### src/rtl/div_pkg.sv
// Shared divider constants: datapath widths, start/ready levels and FSM states.
package div_pkg;

    localparam int unsigned REGBUS       = 32;
    localparam int unsigned DOUBLEREGBUS = 64;

    localparam logic DIVSTART          = 1'b1;
    localparam logic DIVSTOP           = 1'b0;
    localparam logic DIVRESULTREADY    = 1'b1;
    localparam logic DIVRESULTNOTREADY = 1'b0;

    typedef enum logic [1:0] {
        DIVFREE   = 2'b00,
        DIVBYZERO = 2'b01,
        DIVON     = 2'b10,
        DIVEND    = 2'b11
    } div_state_e;

    // Magnitude of an operand; only signed operations with bit 31 set are negated.
    function automatic logic [REGBUS-1:0] div_abs(input logic [REGBUS-1:0] v,
                                                  input logic              is_signed);
        return (is_signed && v[REGBUS-1]) ? -v : v;
    endfunction

endpackage

### src/rtl/div.sv
// Iterative 32-bit restoring divider for DIV/DIVU; returns {remainder, quotient}.
module div
    import div_pkg::*;
(
    input  logic                    clk,
    input  logic                    rst,
    input  logic                    signed_div_i,
    input  logic [REGBUS-1:0]       opdata1_i,
    input  logic [REGBUS-1:0]       opdata2_i,
    input  logic                    start_i,
    input  logic                    annul_i,
    output logic [DOUBLEREGBUS-1:0] result_o,
    output logic                    ready_o
);

    div_state_e              state_q, state_d;
    logic [5:0]              cnt_q, cnt_d;
    logic [DOUBLEREGBUS-1:0] pair_q, pair_d;      // {rem, quo}
    logic [REGBUS-1:0]       divisor_q, divisor_d;
    logic                    sign1_q, sign1_d;
    logic                    sign2_q, sign2_d;
    logic                    signed_q, signed_d;
    logic [DOUBLEREGBUS-1:0] result_q, result_d;

    logic [REGBUS:0]         trial;
    logic [REGBUS-1:0]       rem_fix;
    logic [REGBUS-1:0]       quo_fix;

    // Step subtractor and signed fix-up of the finished pair.
    always_comb begin
        trial   = pair_q[DOUBLEREGBUS-1:REGBUS-1] - {1'b0, divisor_q};
        rem_fix = (signed_q && sign1_q) ? -pair_q[DOUBLEREGBUS-1:REGBUS]
                                        :  pair_q[DOUBLEREGBUS-1:REGBUS];
        quo_fix = (signed_q && (sign1_q ^ sign2_q)) ? -pair_q[REGBUS-1:0]
                                                    :  pair_q[REGBUS-1:0];
    end

    // Next-state and datapath update; result_q is nonzero only while in END.
    always_comb begin
        state_d   = state_q;
        cnt_d     = cnt_q;
        pair_d    = pair_q;
        divisor_d = divisor_q;
        sign1_d   = sign1_q;
        sign2_d   = sign2_q;
        signed_d  = signed_q;
        result_d  = result_q;
        unique case (state_q)
            DIVFREE: begin
                if (start_i == DIVSTART && !annul_i) begin
                    if (opdata2_i == '0) begin
                        state_d = DIVBYZERO;
                    end else begin
                        state_d   = DIVON;
                        cnt_d     = '0;
                        pair_d    = {{REGBUS{1'b0}}, div_abs(opdata1_i, signed_div_i)};
                        divisor_d = div_abs(opdata2_i, signed_div_i);
                        sign1_d   = opdata1_i[REGBUS-1];
                        sign2_d   = opdata2_i[REGBUS-1];
                        signed_d  = signed_div_i;
                    end
                end
            end
            DIVBYZERO: begin
                state_d  = annul_i ? DIVFREE : DIVEND;
                result_d = '0;
            end
            DIVON: begin
                if (annul_i) begin
                    state_d = DIVFREE;
                end else if (cnt_q < 6'd32) begin
                    // Whole-pair left shift; on a non-negative trial the upper half takes the difference.
                    if (!trial[REGBUS]) begin
                        pair_d = {trial[REGBUS-1:0], pair_q[REGBUS-2:0], 1'b1};
                    end else begin
                        pair_d = {pair_q[DOUBLEREGBUS-2:0], 1'b0};
                    end
                    cnt_d = cnt_q + 6'd1;
                end else begin
                    state_d  = DIVEND;
                    result_d = {rem_fix, quo_fix};
                end
            end
            DIVEND: begin
                if (start_i == DIVSTOP) begin
                    state_d  = DIVFREE;
                    result_d = '0;
                end
            end
            default: state_d = DIVFREE;
        endcase
    end

    // State and datapath registers with asynchronous reset.
    always_ff @(posedge clk or posedge rst) begin
        if (rst) begin
            state_q   <= DIVFREE;
            cnt_q     <= '0;
            pair_q    <= '0;
            divisor_q <= '0;
            sign1_q   <= 1'b0;
            sign2_q   <= 1'b0;
            signed_q  <= 1'b0;
            result_q  <= '0;
        end else begin
            state_q   <= state_d;
            cnt_q     <= cnt_d;
            pair_q    <= pair_d;
            divisor_q <= divisor_d;
            sign1_q   <= sign1_d;
            sign2_q   <= sign2_d;
            signed_q  <= signed_d;
            result_q  <= result_d;
        end
    end

    assign result_o = result_q;
    assign ready_o  = (state_q == DIVEND) ? DIVRESULTREADY : DIVRESULTNOTREADY;

endmodule

### config.mk
export PLATFORM = sky130hd
export DESIGN_NAME = div
export DESIGN_NICKNAME = d
export VERILOG_FILES = /design/src/rtl/div_pkg.sv /design/src/rtl/div.sv
export SDC_FILE = /design/constraint.sdc
export NUM_CORES = 1
export LEC_CHECK = 0
export CORE_UTILIZATION = 45
export DETAILED_ROUTE_END_ITERATION = 10
export PLACE_DENSITY = 0.7
export SYNTH_ARGS = -nofsm -noshare
export SYNTH_HDL_FRONTEND = slang
export SYNTH_SLANG_ARGS = --single-unit
### constraint.sdc
create_clock -name clk -period 6.3 [get_ports clk]
set_input_delay 1.26 -clock clk [delete_from_list [all_inputs] [get_ports clk]]
set_output_delay 1.26 -clock clk [all_outputs]
set_load 0.05 [all_outputs]
# Word level (Yosys, flattened, before mapping)
# Index checks and enable logic that the tools add are counted.
# W data, S select, Z words.
# totals
output_inout_bits	65
ff_bits	171
input_bits	69
# classes
n_reduce_logical	14
muxes	27
bitwise_logic	2
magnitude_cmp	1
addsub	6
eq_ne	10
# ops
op	n
$mux W64	8
$pmux W64 S3	1
$mux W32	4
$neg A32 Y32	4
$pmux W64 S2	1
$sub A33 B32 Y33	1
$logic_not A32 Y1	1
$mux W6	4
$mux W2	6
$ne A2 B2 Y1 const B	6
$pmux W6 S2	1
$pmux W2 S4	1
$add A6 B1 Y6 const B	1
$lt A6 B6 Y1 const B	1
$reduce_and A3 Y1	2
$logic_and A1 B1 Y1	5
$reduce_and A5 Y1	1
$eq A2 B2 Y1 const B	2
$reduce_and A4 Y1	1
$ne A3 B3 Y1 const B	1
$reduce_bool A3 Y1	1
$eq A2 B1 Y1 const B	1
$logic_not A2 Y1	1
$reduce_bool A2 Y1	1
4 further kinds	4

# Logic depth before layout (Yosys ltp)
# Gate-level depths: netlist of the first run.
# depth
depth_word	6
depth_mapped	13
mapped_depth_nobuf	12

# Worst setup path before layout of the first run
# OpenSTA, ideal clock, no wires.
# synth_path
path_kind	input port to flip-flop
startpoint	in opdata1_i[9]
endpoint	reg pair_q[29]
t_arrival_ns	3.560
path_buffers	0
slack_ns	2.607
cell_stages	8
setup_time_ns	0.133
required_ns	6.167
cell_sequence	or4_4 nor4_2 nand3_1 or2_2 or4_1 o31ai_1 xor2_1 o21ai_0
# synth_between
elab_chain_len	5
# synth_rtl
element	line	rtl
start, declared	div.sv:8	input logic [REGBUS-1:0] opdata1_i,
$neg A32 Y32	div_pkg.sv:22	return (is_signed && v[REGBUS-1]) ? -v : v;
$mux W32	div_pkg.sv:22	
$mux W64	div.sv:51	if (opdata2_i == '0) begin
$mux W64	div.sv:50	if (start_i == DIVSTART && !annul_i) begin
$pmux W64 S2	div.sv:48	unique case (state_q)
end signal, assigned	div.sv:108	pair_q <= pair_d;
end, declared	div.sv:18	logic [DOUBLEREGBUS-1:0] pair_q, pair_d;
# Every way passes these cells. The select of a mux whose other input is x is not followed.
# A chain may end at the register's enable or synchronous reset.

# Worst setup path after layout of the first run
# layout_path
startpoint	in opdata2_i[6]
endpoint	reg pair_q[1]
# layout_between
elab_chain_len	3
# layout_rtl
element	line	rtl
start, declared	div.sv:9	input logic [REGBUS-1:0] opdata2_i,
$logic_not A32 Y1	div.sv:51	
$ne A2 B2 Y1 (no line)	--	
$reduce_and A5 Y1 (no line)	--	
# Every way passes these cells.

==> results by group, run 1 <==
Setup path
  – Reg-to-Reg End: pair_q[55]
  – R2R depth: 12
  – Worst reg2reg startpoint: pair_q[31]
  – Worst setup path class: in -> reg
  – Data required time of the worst path: 6570 ps
  – Worst path arrival time: 5050 ps
  – Reg2reg setup slack: 1750 ps
  – Crit path buffers/inverters: 1
  – Critical path startpoint category: input pin
  – Worst Path Max Fanout: 35
  – Crit end category: flip-flop
  – Slowest cell on crit path: nand2b_1
  – CP top delay family: simple AND/OR/NAND/NOR gates
  – Slowest Stage Delay on Critical Path: 710 ps
  – Crit path cell chain: clkdlybuf4s50_1 > or4_1 > or4_1 > nor2_1 > nand4_1 > and4b_1 > nand2b_1 > a21oi_1 > a21oi_1 > o21ai_0

Clocking
  – Clock-pin slew on the worst setup and hold paths: 60 ps
  – Post-CTS sizing: 0
  – Root Buffer: clkbuf_16
  – Hold buffer count at CTS: 0
  – Inserted Clock Buffers: 17
  – CTS tree: built
  – Clk buf depth: 2
  – Clk Latency, worst-skew pair: 430 ps
  – Sink Count: 171
  – Post-CTS Setup Repair Bufs: 0
  – H-Tree Depth: 4

Cells and area
  – Synth-to-Final Area Change: 20.22%
  – Most frequent cells in the layout: 206 x o21ai_0, 189 x nand2_1, 171 x dfrtp_1, 133 x clkdlybuf4s50_1, 87 x xor2_1
  – Antenna diodes: 0
  – Register area: 4279 um2
  – Non-filler cells, final: 1723
  – Layout cells sized above 1: 3.917%
  – Fillers: 2183
  – Final nets: 1503
  – Leading cell type in the layout, fill and taps excluded: o21ai_0
  – Area occupied by multi-input gates: 6310 um2
  – Final Instance Area: 13250 um2

GRT
  – Global-route wire length before repair: 45080 um
  – Largest net degree at the start of global routing: 102
  – Gr usage total: 22.87%
  – GR met1 Demand/Resource: 30.86%
  – Busiest grt layer: met2
  – Grt total ovfl: 0
  – Met2 usage: 38.03%
  – GR Util met3: 3.457%
  – Vias in the first global route: 8994
  – Initial antenna violation count: 0

Hold path
  – Hold crit path type: reg -> reg
  – Hold path endpoint: result_o[25]
  – Worst hold stages: 2
  – Hold Crit Start: result_o[25]

Pwr
  – Total power draw: 5.162 mW
  – Peak supply drop: 267.6 uV
  – Power density over the cells: 389.5 nW/um2
  – Leakage power: 5.549 nW

Placement
  – Placed Area: 12600 um2
  – Dpl ws: 1081 ps
  – DP HPWL: 20550 um
  – GP Congestion: 0.8653
  – Dpl cells: 1691
  – # port buffers: 133

STA
  – Tmin final: 4779 ps
  – Final hold viol count: 0
  – Skew final: 7.274 ps
  – Measured slew at the worst slew-check pin: 1147 ps
  – Final setup viols: 0
  – Max_slew headroom: 23.55%
  – Final setup margin: 1521 ps
  – Post-route setup TNS: 0 ps
  – Max-slew violations: 0
  – Crit share post-route: 75.86%
  – Max Clk Rate: 209.2 MHz
  – RSZ-0062 raised after global routing: no

Route
  – Routed length per instance: 16.09 um
  – Via count: 9555
  – Starting DRT DRC Count: 539
  – Antenna-violating nets left: 0
  – WL final: 27730 um
  – DRC violations left: 0
  – Vias/cell: 5.546
  – 1st-pass router iterations: 5

Yosys
  – Netlist cell types: 62
  – Top FF cell, synth: dfrtp_1
  – Yosys reg bits: 171
  – Synth Instances: 1289
  – Post-Syn Area: 11020 um2
  – Async SR Flop Fraction: 100.0%
  – Post-synthesis sequential area ratio: 38.82%
  – Yosys warns: 0
  – Synthesized area per cell: 8.552 um2
  – Number of synthesized flops with an enable pin: 0
  – Syn Nets: 1401

Floorplanning
  – Core area: 23750 um2
  – Die area: 25130 um2
  – Number of core rows: 56
  – Initial Util: 46.41%
  – Die Height: 158.5 um
  – I/O pins: 134
  – Die width: 158.5 um

Run status
  – Status: finished clean

Job
  – Max cap viols: 0
[where the power goes]
part	internal, mW	switching (mW)
combinational	0.849	1.50
clock	0.726	0.436
sequential	1.37	0.273
[per-layer routing]
layer / vias to the layer above / wire, um
met5: - / 0
met1: 4485 / 12860
li1: 4752 / -
met3: 32 / 1423
met4: 0 / 377
met2: 286 / 13070
[tightest hold or removal path, cell delays in order, from the launching register on]
cell and delay [ps]:
dfrtp_1 340, nand2_1 40, o21ai_0 60
[Yosys cell counts (9+ instances only)]
library cell	instances	area share (%)
o21ai_0	206	9.4
nand2_1	189	6.4
dfrtp_1	171	39
xor2_1	87	6.9
nor2_1	69	2.3
a21oi_1	66	3.0
xnor2_1	61	4.8
inv_1	53	1.8
clkbuf_1	46	1.6
ha_1	42	4.8
mux2i_1	26	2.4
a22oi_1	21	1.4
nand3_1	21	0.95
nor3_1	20	0.91
nand2b_1	19	1.1
o31ai_1	17	1.2
o41ai_1	16	1.3
nor4_1	12	0.68
or4_1	12	0.82
or3_1	11	0.62
a21o_1	9	0.61
a31oi_1	9	0.51
[final cells by class]
| class | count | share of cell area (%) |
|---|---|---|
| Multi-Input combinational cell | 1005 | 47.62 |
| Sequential cell | 171 | 32.29 |
| Clock buffer | 22 | 3.503 |
| Clock inverter | 10 | 1.426 |
| Timing Repair Buffer | 143 | 10.61 |
| Inverter | 53 | 1.539 |
| Tap cell | 319 | 3.012 |
[through the flow]
step,hold slack (ps),util (%)
6_report,475.8,55.79
3_5_place_dp,469.9,53.04
2_1_floorplan,449.8,-
3_3_place_gp,462.3,53.04
5_1_grt,500.5,55.79
4_1_cts,484.3,55.79
[logic make-up (layout without fill, tap and decap cells)]
kind of cell               count (synthesis)  after routing  synth area share [%]
AOI/OAI and AO/OA                        395            395                 21.19
xor gates and xnor gates                 149            149                 12.01
adders and majority gates                 43             43                 4.949
buffers and inverters                    113            228                 4.041
DFF                                      171            171                 38.82
muxes                                     26             26                 2.361
and+or+nand+nor                          392            392                 16.63
[flip-flops by register name, indices dropped and copies added, names as in the netlist]
name,count
divisor_q,32
result_o,64
signed_q,1
state_q,2
pair_q,64
sign2_q,1
cnt_q,6
sign1_q,1
[worst max path at each step]
stage	start	to	cells after the start
finish	opdata2_i[6]	pair_q[1]	10
global placement	opdata2_i[6]	pair_q[1]	10
CTS	opdata2_i[6]	pair_q[1]	10
global route	opdata2_i[6]	pair_q[1]	10
detailed placement	opdata2_i[6]	pair_q[1]	10
floorplan	rst	cnt_q[0]	1
(Power assumes the default switching activity.)
==> inputs of run 2 (changes only) <==
- clock period: 6.3 -> 4.68 ns (I/O delays scaled with it)
==> results by group, run 2 (same netlist as run 1, synthesis figures left out) <==
Pwr
  – Power density over the cells: 512.2 nW/um2 (+31%)
  – Leakage power: 5.585 nW (+0.66%)
  – Peak supply drop: 328.9 uV (+23%)
  – Total power draw: 6.804 mW (+32%)

Floorplanning
  – Die Height: 158.5 um (unchanged)
  – Die width: 158.5 um (unchanged)
  – Core area: 23750 um2 (unchanged)
  – I/O pins: 134 (unchanged)
  – Initial Util: 46.41% (unchanged)
  – Die area: 25130 um2 (unchanged)
  – Number of core rows: 56 (unchanged)

Run status
  – Status: finished clean

Cells and area
  – Area occupied by multi-input gates: 6310 um2 (unchanged)
  – Antenna diodes: 0 (unchanged)
  – Register area: 4279 um2 (unchanged)
  – Fillers: 2153 (-1.4%)
  – Leading cell type in the layout, fill and taps excluded: o21ai_0
  – Non-filler cells, final: 1733 (+0.58%)
  – Synth-to-Final Area Change: 20.51%
  – Layout cells sized above 1: 4.597% (+0.68 points)
  – Final nets: 1515 (+0.80%)
  – Most frequent cells in the layout: 206 x o21ai_0, 189 x nand2_1, 171 x dfrtp_1, 133 x clkdlybuf4s50_1, 87 x xor2_1

Clocking
  – Post-CTS sizing: 0 (unchanged)
  – Clock-pin slew on the worst setup and hold paths: 60 ps (about the same)
  – Clk buf depth: 2 (unchanged)
  – Root Buffer: clkbuf_16
  – Hold buffer count at CTS: 0 (unchanged)
  – CTS tree: built
  – Sink Count: 171 (unchanged)
  – Clk Latency, worst-skew pair: 430 ps (about the same)
  – Inserted Clock Buffers: 17 (unchanged)
  – Post-CTS Setup Repair Bufs: 0 (unchanged)
  – H-Tree Depth: 4 (unchanged)

Route
  – WL final: 28030 um (+1.1%)
  – Via count: 9663 (+1.1%)
  – DRC violations left: 0 (unchanged)
  – Routed length per instance: 16.17 um (+0.49%)
  – Vias/cell: 5.576 (+0.55%)
  – Antenna-violating nets left: 0 (unchanged)
  – Starting DRT DRC Count: 652 (+21%)
  – 1st-pass router iterations: 7 (+2)

STA
  – Max_slew headroom: 37.42% (+14 points)
  – Final setup viols: 0 (unchanged)
  – Measured slew at the worst slew-check pin: 938.6 ps (-208.1 ps)
  – Tmin final: 4075 ps
  – RSZ-0062 raised after global routing: no
  – Final hold viol count: 0 (unchanged)
  – Crit share post-route: 87.06%
  – Post-route setup TNS: 0 ps (unchanged)
  – Max-slew violations: 0 (unchanged)
  – Skew final: 7.667 ps (+0.3930 ps)
  – Max Clk Rate: 245.4 MHz

GRT
  – Gr usage total: 23.53% (+0.66 points)
  – GR met1 Demand/Resource: 31.33% (+0.46 points)
  – GR Util met3: 3.511% (+0.054 points)
  – Met2 usage: 38.85% (+0.81 points)
  – Initial antenna violation count: 0 (unchanged)
  – Busiest grt layer: met2
  – Largest net degree at the start of global routing: 172 (+69%)
  – Global-route wire length before repair: 46180 um (+2.4%)
  – Vias in the first global route: 9201 (+2.3%)
  – Grt total ovfl: 0 (unchanged)

Setup path
  – Crit path from: pair_q[31]
  – Worst Path Max Fanout: 24 (-31%)
  – Critical path startpoint category: flip-flop
  – Data required time of the worst path: 5020 ps (-1550 ps)
  – Worst path arrival time: 4410 ps (-640 ps)
  – Crit end category: flip-flop
  – Worst reg2reg startpoint: pair_q[31]
  – Worst setup path class: reg -> reg

Placement
  – DP HPWL: 20680 um (+0.60%)
  – Dpl cells: 1703 (+0.71%)
  – GP Congestion: 0.9057 (+4.7%)
  – # port buffers: 133 (unchanged)

Job
  – Max cap viols: 0 (unchanged)

Hold path
  – Hold crit path type: reg -> reg
  – Hold Crit Start: result_o[10]
## run 2: through the flow
step	setup WS (ps)	area, um2	utilization [%]	hold slack, ps
after detailed placement	365.1	12720	53.57	469.2
after global routing	309.3	13280	55.93	492.7
after CTS	617.3	13280	55.93	483.6
after global placement	461.9	12720	53.57	461.6
final	605.4	13280	55.93	476.4
after floorplan	1307	11030	-	449.8
## run 2: worst max-delay path, stage by stage (launching register included)
cell      delay (ps)
dfrtp_1          390
inv_1            100
ha_1             250
fa_1             420
nand2b_1         230
a211oi_1         390
o31ai_1          200
o21ai_1          340
a41oi_1          280
o31a_2           440
xnor2_4          290
buf_12           250
nand2_1          150
o21ai_0          240
## run 2: layout make-up
type | count | share of cell area [%]
Tap cell | 319 | 3.005
Clock inverter | 8 | 0.7158
Multi-Input combinational cell | 1005 | 47.50
Timing Repair Buffer | 155 | 11.55
Inverter | 53 | 1.526
Sequential cell | 171 | 32.21
Clock buffer | 22 | 3.494
## run 2: final timing paths
check / to / slack (ps) / cells after the start
max reg2reg: pair_q[60] / 610 / 13
max in group asynchronous: pair_q[59] / 2850 / 3
max: pair_q[60] / 610 / 13
min: result_o[10] / 480 / 2
min in group asynchronous: divisor_q[3] / 1100 / 3
min reg2reg: result_o[10] / 480 / 2
## run 2: per-layer routing
metal  part of all wire (%)  routed length [um]  vias to the layer above
met5                      0                   0                        -
met4                    2.3                 644                        0
met3                    4.9                1367                       35
met2                     47               13110                      291
met1                     46               12900                     4560
li1                       -                   -                     4777
## run 2: power by group
group / internal, mW / switching, mW
clock: 0.804 / 0.567
sequential: 1.85 / 0.370
combinational: 1.17 / 2.04
total: 3.83 / 2.98
==> inputs of run 3 (changes only) <==
- ABC_AREA: not set -> 1
- CAP_MARGIN: not set -> 0
- PLACE_DENSITY: 0.7 -> 0.68
==> results by group, run 3 <==
Run status
  – Status: finished clean

Setup path
  – Critical path startpoint category: flip-flop
  – Data required time of the worst path: 5010 ps (about the same)
  – Most frequent cell on the critical path: nand2_2
  – Worst Path Max Fanout: 30 (+25%)
  – Slowest cell on crit path: nand2_1
  – Worst setup path class: reg -> reg
  – Worst reg2reg startpoint: pair_q[31]
  – Crit path from: pair_q[31]
  – Worst path arrival time: 3920 ps (-490 ps)
  – Crit path cell chain: inv_1 > ha_1 > fa_1 > inv_1 > nand3_1 > nand2_4 > nand2_2 > nand2_2 > nand2_2 > nand2_4 > nand2_4 > nand2_2 > nand2_2 > nand2_1 > nand2_1 > nand3_1 > nand2_1
  – Crit end category: flip-flop
  – Slowest Stage Delay on Critical Path: 880 ps (+440 ps)

STA
  – Measured slew at the worst slew-check pin: 1089 ps (+150.0 ps)
  – Max_slew headroom: 27.42% (-10 points)
  – Skew final: 11.56 ps (+3.892 ps)
  – Final setup margin: 1089 ps (+483.5 ps)
  – Max-slew violations: 0 (unchanged)
  – Tmin final: 3591 ps (-483.5 ps)
  – Final hold slack: 477.4 ps (+0.9710 ps)
  – Final setup viols: 0 (unchanged)
  – Crit share post-route: 76.73% (-10 points)
  – Final hold viol count: 0 (unchanged)
  – Post-route setup TNS: 0 ps (unchanged)
  – RSZ-0062 raised after global routing: no
  – Max Clk Rate: 278.5 MHz (+13%)

Pwr
  – Reg power frac: 21.9% (-11 points)
  – Power density over the cells: 828.8 nW/um2 (+62%)
  – Sw Pwr: 7.243 mW (+140%)
  – P_int: 5.734 mW (+50%)
  – Logic pwr share: 66.4% (+19 points)
  – Leakage power: 7.987 nW (+43%)
  – Sw Ratio: 55.81% (+12 points)
  – Peak supply drop: 529.1 uV (+61%)
  – Clk pwr share: 11.7% (-8.4 points)

Route
  – WL met2: 16520 um (+26%)
  – DR top layer: met4
  – 1st-pass router iterations: 6 (-1)
  – Starting DRT DRC Count: 1023 (+57%)
  – Antenna-violating nets left: 0 (unchanged)
  – Metal3 WL: 2411 um (+76%)
  – M1 WL: 19790 um (+53%)
  – WL final: 39330 um (+40%)
  – Vias/cell: 5.189 (-6.9%)
  – DRC violations left: 0 (unchanged)
  – Routed length per instance: 15.01 um (-7.2%)
  – Via count: 13596 (+41%)

GRT
  – Initial antenna violation count: 0 (unchanged)
  – Grt total ovfl: 0 (unchanged)
  – Gr usage total: 26.35% (+2.8 points)
  – Vias in the first global route: 12407 (+35%)
  – Global-route wire length before repair: 64380 um (+39%)
  – Largest net degree at the start of global routing: 172 (unchanged)

Cells and area
  – Leading cell type in the layout, fill and taps excluded: nand2_1
  – Utilization after layout: 53.83% (-2.1 points)
  – Fillers: 2906 (+35%)
  – Non-filler cells, final: 2620 (+51%)
  – Layout cells sized above 1: 5.054% (+0.46 points)
  – Final nets: 2335 (+54%)
  – Synth-to-Final Area Change: 16.39%
  – Most frequent cells in the layout: 759 x nand2_1, 275 x inv_1, 185 x nand3_1, 171 x dfrtp_1, 157 x nor2_1
  – Antenna diodes: 0 (unchanged)

Yosys
  – Post-synth top cells: 759 x nand2_1, 276 x inv_1, 186 x nand3_1
  – Netlist cell types: 46 (-26%)
  – Syn Nets: 2234 (+59%)
  – Post-synthesis sequential area ratio: 31.81% (-7.0 points)
  – Cell taking the most area after synthesis: dfrtp_1
  – Async SR Flop Fraction: 100.0% (unchanged)
  – Most common cell in the netlist: nand2_1
  – Top FF cell, synth: dfrtp_1
  – Number of synthesized flops with an enable pin: 0 (unchanged)
  – Yosys warns: 0 (unchanged)
  – Synthesized area per cell: 6.340 um2 (-26%)
  – Post-synth top area share: 31.81% (-7.0 points)
  – Yosys reg bits: 171 (unchanged)
  – Synth Instances: 2122 (+65%)
  – Synth area leaders: dfrtp_1 32%, nand2_1 21%, inv_1 7.7%
  – Post-Syn Area: 13450 um2 (+22%)

Placement
  – Dpl ws: 922.1 ps (+557.0 ps)
  – GP Congestion: 0.9631 (+6.3%)
  – # port buffers: 133 (unchanged)
  – DP HPWL: 31020 um (+50%)
  – Dpl cells: 2588 (+52%)

Floorplanning
  – Die Height: 174.9 um (+10%)
  – Die width: 174.9 um (+10%)
  – Initial Util: 46.25% (-0.16 points)
  – Core area: 29090 um2 (+22%)
  – Die area: 30590 um2 (+22%)
  – I/O pins: 134 (unchanged)
  – Number of core rows: 62 (+11%)

Clocking
  – Hold buffer count at CTS: 0 (unchanged)
  – Clk buf depth: 2 (unchanged)
  – Clk Latency, worst-skew pair: 440 ps (about the same)
  – H-Tree Depth: 4 (unchanged)
  – Inserted Clock Buffers: 17 (unchanged)
  – Root Buffer: clkbuf_16
  – Post-CTS Setup Repair Bufs: 0 (unchanged)
  – Sink Count: 171 (unchanged)
  – Post-CTS sizing: 0 (unchanged)
  – Clock-pin slew on the worst setup and hold paths: 70 ps (about the same)
  – CTS tree: built

Job
  – Max cap viols: 0 (unchanged)

Hold path
  – Hold Crit Start: result_o[55]
  – Hold crit path type: reg -> reg
## run 3: changes by cell type after synthesis, moves of 41 or more
cell     previous run  this run
o21ai_0           206       122
inv_1              53       276
nor2_1             69       158
nand2_1           189       759
nand3_1            21       186
xnor2_1            61        20
## run 3: cell type report
type	count	area, um2	share of cell area [%]
clock inverters	13	185.2	1.183
inverters	300	1130	7.215
repair buffers	143	1431	9.141
flip-flops and latches	171	4279	27.33
well taps	384	480.5	3.068
clock buffers	19	432.9	2.765
multi-input cells	1590	7720	49.30
## run 3: path summary, 6_finish.rpt
kind | end | slack [ps] | cells past startpoint
hold / removal | result_o[55] | 480 | 2
hold reg to reg | result_o[55] | 480 | 2
max in group asynchronous | divisor_q[8] | 2800 | 3
min in group asynchronous | result_o[35] | 970 | 3
setup reg to reg | pair_q[59] | 1090 | 17
setup / recovery | pair_q[59] | 1090 | 17
## run 3: critical path, delay by kind of cell (launching register included)
kind	cells	cell delay (ps)
AND/OR/NAND/NOR	13	2210
adder cells (fa/ha/maj)	2	650
buffers and inverters	2	220
flip-flops	1	400
## run 3: power groups by stage
stage | Clock, mW | Combinational (mW) | Sequential, mW
2_1_floorplan | 0 | 5.78 | 3.33
3_3_place_gp | 0 | 8.42 | 2.81
3_5_place_dp | 0 | 8.51 | 2.83
4_1_cts | 1.55 | 8.55 | 2.81
5_1_grt | 1.61 | 9.64 | 2.91
6_report | 1.52 | 8.62 | 2.84
## run 3: cell families (layout without fill, tap and decap cells)
kind of cell	count (synthesis)	after routing	synth area share, %
adders and majority gates	43	43	4.055
and+or+nand+nor	1225	1225	38.49
DFF	171	171	31.81
buffers and inverters	361	475	10.87
xor gates and xnor gates	74	74	4.817
AOI/OAI and AO/OA	248	248	9.960
## run 3: metrics by stage
step	instance area [um2]	total power, mW
2_1_floorplan	13460	9.114
3_3_place_gp	15040	11.24
3_5_place_dp	15040	11.34
4_1_cts	15660	12.91
5_1_grt	15660	14.16
6_report	15660	12.98
## run 3: routing by layer
layer,track usage [%],vias to the layer above
met5,0,-
met4,6.341,0
met3,2.807,44
met2,38.57,474
met1,41.02,6157
li1,-,6921
